**config.mk**
```make
export PLATFORM = sky130hd
export DESIGN_NAME = conv_encoder_stream
export DESIGN_NICKNAME = d
export VERILOG_FILES = /design/src/rtl/conv_encoder_stream.sv
export SDC_FILE = /design/constraint.sdc
export NUM_CORES = 1
export LEC_CHECK = 0
export CAP_MARGIN = 30
export CORE_AREA = 2 2 39 41
export CTS_CLUSTER_SIZE = 10
export DETAILED_ROUTE_END_ITERATION = 12
export DIE_AREA = 0 0 41 43
export HOLD_SLACK_MARGIN = 0.02
export SETUP_SLACK_MARGIN = 0.15
export SYNTH_ARGS = -nofsm -noshare
export SYNTH_HDL_FRONTEND = slang
export SYNTH_SLANG_ARGS = --single-unit
```
**constraint.sdc**
```tcl
create_clock -name clk -period 3.45 [get_ports clk]
set_input_delay 0.345 -clock clk [delete_from_list [all_inputs] [get_ports clk]]
set_output_delay 0.345 -clock clk [all_outputs]
set_load 0.01 [all_outputs]
```
**src/rtl/conv_encoder_stream.sv**
```systemverilog
// Streaming rate-1/2 convolutional encoder with valid/ready on both sides
// and optional zero-tail termination back to state 0.
module conv_encoder_stream #(
  parameter int          K         = 3,
  parameter int unsigned G0        = 'b111,
  parameter int unsigned G1        = 'b101,
  parameter bit          TERMINATE = 1'b1
) (
  input  logic       clk,
  input  logic       rst,
  input  logic       in_valid,
  output logic       in_ready,
  input  logic       in_bit,
  input  logic       in_last,
  output logic       out_valid,
  input  logic       out_ready,
  output logic [1:0] out_sym,
  output logic       out_last,
  output logic       busy
);

  localparam int CW = $clog2(K);
  localparam logic [K-1:0] G0_M = G0[K-1:0];
  localparam logic [K-1:0] G1_M = G1[K-1:0];

  typedef enum logic [1:0] {IDLE, RUN, FLUSH} state_t;

  state_t        state, state_nxt;
  logic [K-1:1]  sr, sr_nxt;
  logic [CW-1:0] cnt, cnt_nxt;

  logic         load;
  logic         accept;
  logic         step;
  logic         cur;
  logic         last_tail;
  logic [K-1:0] win;
  logic [1:0]   sym;

  assign load      = !out_valid || out_ready;
  assign in_ready  = load && (state != FLUSH);
  assign accept    = in_valid && in_ready;
  assign step      = load && (state == FLUSH);
  assign cur       = accept ? in_bit : 1'b0;
  assign win       = {sr, cur};
  assign sym       = {^(win & G1_M), ^(win & G0_M)};
  assign last_tail = (cnt == CW'(1));
  assign busy      = (state != IDLE);

  always_comb begin
    state_nxt = state;
    sr_nxt    = sr;
    cnt_nxt   = cnt;
    unique case (1'b1)
      accept: begin
        sr_nxt = {sr[K-2:1], in_bit};
        if (!in_last) begin
          state_nxt = RUN;
        end else if (TERMINATE) begin
          state_nxt = FLUSH;
          cnt_nxt   = CW'(K-1);
        end else begin
          state_nxt = IDLE;
          sr_nxt    = '0;
        end
      end
      step: begin
        // tail bits are zeros, so the register drains toward state 0
        sr_nxt  = {sr[K-2:1], 1'b0};
        cnt_nxt = cnt - CW'(1);
        if (last_tail) begin
          sr_nxt    = '0;
          state_nxt = IDLE;
        end
      end
      default: ;
    endcase
  end

  always_ff @(posedge clk) begin
    if (rst) begin
      state     <= IDLE;
      sr        <= '0;
      cnt       <= '0;
      out_valid <= 1'b0;
      out_sym   <= 2'b00;
      out_last  <= 1'b0;
    end else begin
      state <= state_nxt;
      sr    <= sr_nxt;
      cnt   <= cnt_nxt;
      if (load) begin
        out_valid <= accept || step;
        if (accept || step) begin
          out_sym  <= sym;
          out_last <= accept ? (in_last && !TERMINATE) : last_tail;
        end
      end
    end
  end

endmodule

```
==> results of run 1 <==
==> per-stage QoR <==
step	power (mW)	hold WS, ps
after floorplan	0.162	455
after global placement	0.183	440
after detailed placement	0.183	451
after CTS	0.262	460
after global routing	0.274	465
final	0.260	460
==> worst min-delay path, cell delays in order, from the launching register on <==
cell	delay [ps]
dfxtp_1	310
nand2_1	50
a21oi_1	50
==> power by group <==
group	leakage [nW]	total, mW	internal [mW]	switching, mW
sequential	0.0820	0.128	0.123	0.00481
clock	0.0138	0.0790	0.0403	0.0387
combinational	0.118	0.0530	0.0264	0.0266
total	0.214	0.260	0.190	0.0702
==> metal layers <==
layer / routed length, µm / share of wire [%]
met5: 0 / 0
met4: 31 / 3.0
met3: 71 / 6.8
met2: 458 / 44
met1: 479 / 46
==> registers in the layout, summed over array words and instances (netlist names) <==
signal	flops
sr	2
state	2
cnt	2
out_sym	2
out_last	1
out_valid	1
==> how the worst max path moves through the flow <==
stage,to,slack [ps],from,cells past startpoint
CTS,in_ready,1250,out_ready,4
floorplan,out_sym[0],2130,out_valid,5
global route,in_ready,1140,out_ready,4
finish,in_ready,1260,out_ready,4
global placement,in_ready,1270,out_ready,4
detailed placement,in_ready,1250,out_ready,4
==> area by class of cell <==
type / instances / area share (%)
Inverter: 2 / 1.20
Clock buffer: 3 / 3.61
Tap cell: 16 / 3.21
Timing Repair Buffer: 11 / 17.6
Sequential cell: 10 / 32.1
Multi-Input combinational cell: 39 / 42.3
==> cells by family (layout without fill, tap and decap cells) <==
| logic type | after synthesis | in the layout |
|---|---|---|
| flops | 10 | 10 |
| fa+ha+maj | 1 | 1 |
| compound gates | 19 | 19 |
| mux | 1 | 1 |
| buf+inv | 5 | 16 |
| simple gates | 18 | 18 |
==> cells in the mapped netlist (2+ instances only) <==
cell      number  share of area (%)
a21oi_1        7                7.1
nand3b_1       2                3.1
inv_1          2                1.5
nand2b_1       2                2.5
nor2b_1        2                2.5
nand3_1        2                2.0
o211ai_1       2                3.1
nand2_1        3                2.3
dfxtp_1       10                 41
a311oi_1       2                3.6
nor2_1         2                1.5
==> results.yml, run 1 <==
status:
  status: "completed"
die:
  design.portCount: 12
  core-area_um2: 1380
  die_area_um2: 1760
  row_count: 14
  chipWidth_um: 41
  die_h_um: 43
  start_util_pct: 35.5
sta:
  hold_viol_final: 0
  clock_skew_ps: 1.34
  max_clock_freq_mhz: 456
  slew_viol_final: 0
  fin_crit_ps: 2190
  finalSetupTns_ps: 0
  period_share_pct: 63.6
  slew_headroom_pct: 52.3
  worst_slew_pin_slew_ps: 714
  setup_viol: 0
  setup_ws_ps: 1260
  rsz0062_at_grt: "false"
worst_setup_path:
  crit_fanout: 8
  path_class: "in -> out"
  end_kind: "output port"
  slowest_delay_ps: 510
  path_buf_inv: 2
  r2r_cells: 4
  r2r_start: "state[1]"
  r2r-end: "out_sym[0]"
  cp_top_family: "buffers and inverters"
  worstPathCellList: "clkdlybuf4s50_1 -> nor2b_1 -> nor2_2 -> clkdlybuf4s50_1"
  worstPathRequired_ps: 3110
  cp_data_arrival_time_ps: 1850
  path_common_cell: "clkdlybuf4s50_1"
  reg2reg_slack_ps: 1880
  cp-start-kind: "input port"
  crit_slowest_cell: "clkdlybuf4s50_1"
cells_and_area:
  multiInputGateArea_um2: 264
  final_cells: 81
  register_area_um2: 200
  final_common_cell: "clkdlybuf4s50_1"
  n_antenna_cell: 0
  final_area_um2: 624
  fin_util_pct: 45.1
  final_cell_mix: "11 x clkdlybuf4s50_1, 10 x dfxtp_1, 7 x a21oi_1, 3 x nand2_1, 3 x clkbuf_4"
  drive_gt1_share_pct: 10.8
  syn_to_final_growth_pct: 27.0
  fin_nets: 74
  nFillCells: 144
flow_run:
  maxCapViolCount: 0
global_route:
  grt_pass1_vias: 367
  grt.overflow.total: 0
  grt_pass1_wl_mm: 1.61
  met1_usage_pct: 19.2
  antenna_found_initial: 0
  top_usage_layer: "met1"
  met3_usage_pct: 4.71
  grt_util_all_layers_pct: 14.2
  grtUsageMet2_pct: 17.2
  grt_max_degree: 13
clocking:
  htree_levels: 1
  insertion_delay_ps: 260
  ctsHoldBuffers: 0
  cts-root-buf: "clkbuf_4"
  tritoncts: "yes"
  ctsResizeCount: 0
  path_clk_slew_ps: 60
  cts_setup_buffers: 0
  clock_sinks: 10
  cts_made_buffers: 3
  clock_path_buffers: 2
drt:
  drt_iter0_drc: 12
  vias: 457
  drc: 0
  first_pass_iters: 4
  wire_per_inst_um: 12.9
  viasPerCell: 5.64
  routed_wl_mm: 1.04
  ant_nets: 0
power:
  max-vdd-ir-drop_v: 0.000232
  leakagePower_nw: 0.214
  powerDensity_nw_per_um2: 416
logic_synthesis:
  syn_nets: 61
  syn_avg_cell_area_um2: 9.11
  postSynthCellCount: 54
  synth_seq_cells: 10
  muxShareOfSynthArea_pct: 2.04
  yosys.area_share.simple_pct: 21.6
  synthAdderAreaFrac_pct: 2.54
  synth-xor-area-share_pct: 0
  synth_area_um2: 492
  yosysSeqAreaShare_pct: 40.7
  synth_top_family_by_area: "compound AO/OA/AOI/OAI gates"
  synth_compound_gate_area_share_pct: 27.5
  synth_cell_types: 29
  synthArstFlopShare_pct: 0
  synth_flop_cell: "dfxtp_1"
  synth_edf_count: 0
  ys_warn_count: 0
worst_hold_path:
  holdPathStages: 2
  hold_path_end: "out_last"
  hold_class: "reg -> reg"
  hold_start: "out_last"
placed_design:
  hpwl_um: 731
  io_buffers: 11
  dp_slack_ps: 1250
  placed_cell_area_um2: 602
  gp_congestion: 0.764
  dp.cells: 78
(Power assumes the default switching activity.)
==> inputs of run 2 (changes only) <==
==> constraint.sdc (replaced) <==
create_clock -name clk -period 1.88 [get_ports clk]
set_input_delay 0.188 -clock clk [delete_from_list [all_inputs] [get_ports clk]]
set_output_delay 0.188 -clock clk [all_outputs]
set_load 0.01 [all_outputs]
==> run 2 against run 1 <==
Against the previous run: global-route usage increased by 0.43 points; setup slack got worse by 1000 ps; first-iteration DRC count decreased by 17%; combinational power increased by 100%; die area unchanged; sequential share of layout area decreased by 1.6 points; critical path type is now reg -> out; non-clock buffer count increased by 4; largest cell class unchanged; critical endpoint unchanged; core utilization increased by 2.4 points.
==> results.yml, run 2 (synthesized netlist as in run 1, its figures left out) <==
sta:
  max_clock_freq_mhz: 609
  slew_viol_final: 0
  setup_ws_ps: 237
  hold_viol_final: 0
  worst_slew_pin_slew_ps: 402
  setup_viol: 0
  slew_headroom_pct: 73.1
  rsz0062_at_grt: "false"
  fin_crit_ps: 1640
  finalSetupTns_ps: 0
  period_share_pct: 87.4
  clock_skew_ps: 0.694
cells_and_area:
  n_antenna_cell: 0
  syn_to_final_growth_pct: 33.6
  final_common_cell: "clkdlybuf4s50_1"
  fin_nets: 78
  nFillCells: 140
  final_area_um2: 657
  fin_util_pct: 47.5
  drive_gt1_share_pct: 17.4
  final_cell_mix: "11 x clkdlybuf4s50_1, 10 x dfxtp_1, 7 x a21oi_1, 4 x buf_4"
status:
  status: "completed"
drt:
  drt_iter0_drc: 10
  routed_wl_mm: 1.10
  wire_per_inst_um: 12.9
  drc: 0
  vias: 470
  first_pass_iters: 4
  viasPerCell: 5.53
  ant_nets: 0
power:
  max-vdd-ir-drop_v: 0.000471
  powerDensity_nw_per_um2: 742
  leakagePower_nw: 0.234
  intPower_mw: 0.355
  net-switching-power_mw: 0.133
  switching_share_pct: 27.2
  power_frac_seq_pct: 48.1
  p_clk_share_pct: 30.1
  finalPower_mw: 0.488
  pwr-share-comb_pct: 21.8
placed_design:
  gp_congestion: 0.828
  dp_slack_ps: 246
  hpwl_um: 799
  io_buffers: 11
  placed_cell_area_um2: 632
clocking:
  htree_levels: 1
  path_clk_slew_ps: 70
  insertion_delay_ps: 260
  cts_made_buffers: 3
  clock_sinks: 10
  clock_path_buffers: 2
  tritoncts: "yes"
  cts-root-buf: "clkbuf_4"
  cts_setup_buffers: 0
  ctsHoldBuffers: 0
worst_setup_path:
  cp-start-kind: "flop"
  end_kind: "output port"
  r2r_cells: 5
  reg2reg_slack_ps: 480
  crit_fanout: 5
  r2r-end: "sr[2]"
  cp_data_arrival_time_ps: 1460
  r2r_start: "state[1]"
  worstPathRequired_ps: 1690
  path_class: "reg -> out"
die:
  row_count: 14
  design.portCount: 12
  start_util_pct: 35.5
  core-area_um2: 1380
  die_area_um2: 1760
  chipWidth_um: 41
  die_h_um: 43
worst_hold_path:
  hold_start: "out_sym[1]"
  hold_path_end: "out_sym[1]"
  hold_class: "reg -> reg"
  holdPathStages: 2
flow_run:
  maxCapViolCount: 0
global_route:
  grt_pass1_wl_mm: 1.70
  grt_pass1_vias: 392
  grt.overflow.total: 0
  grt_max_degree: 13
  grt_util_all_layers_pct: 14.6
  antenna_found_initial: 0
-- run 2: cell count changes in the layout (fill, tap and decap cells not counted) --
cell     before  now
nor2b_2       0    1
nor2b_1       2    1
buf_4         0    4
-- run 2: routing by layer --
| layer | GRT usage (%) | vias to the layer above | part of all wire (%) |
|---|---|---|---|
| met5 | 0 | - | 0 |
| met4 | 10.0 | 0 | 1.1 |
| met3 | 3.14 | 2 | 4.7 |
| met2 | 18.8 | 13 | 43 |
| met1 | 20.9 | 220 | 51 |
| li1 | - | 235 | - |
-- run 2: power by group through the flow --
stage / Combinational (mW) / Clock (mW) / Sequential (mW)
after floorplan: 0.0572 / 0 / 0.240
after global routing: 0.116 / 0.162 / 0.237
after global placement: 0.105 / 0 / 0.239
after CTS: 0.107 / 0.152 / 0.235
final: 0.106 / 0.147 / 0.235
after detailed placement: 0.105 / 0 / 0.239
-- run 2: critical path: stages (launching register included) --
cell	delay (ps)
dfxtp_1	350
nor2b_2	290
nor2_2	80
clkdlybuf4s50_1	480
-- run 2: timing repair --
action                                  in CTS  in global routing
endpoints found under the setup margin       1                  0
endpoints found under the hold margin        0                  0
gates resized for setup                      1                  0
-- run 2: worst max-delay path by stage --
stage / slack (ps) / startpoint / depth (start not counted) / end
after CTS: 230 / state[1] / 3 / in_ready
final: 240 / state[1] / 3 / in_ready
after detailed placement: 250 / out_ready / 6 / out_sym[0]
after floorplan: 560 / out_valid / 5 / out_sym[0]
after global routing: 150 / state[1] / 3 / in_ready
after global placement: 280 / out_ready / 6 / out_sym[0]
-- run 2: layout make-up --
class	instances	area, µm²	area share, %
Clock buffer	3	22.5	3.43
Inverter	2	7.51	1.14
Multi-Input combinational cell	39	267	40.6
Sequential cell	10	200	30.5
Tap cell	16	20.0	3.05
Timing Repair Buffer	15	140	21.3
-- run 2: through the flow --
step	hold WS, ps	cells
after global routing	465	85
after CTS	459	85
after global placement	439	82
after floorplan	298	54
final	455	85
after detailed placement	449	82
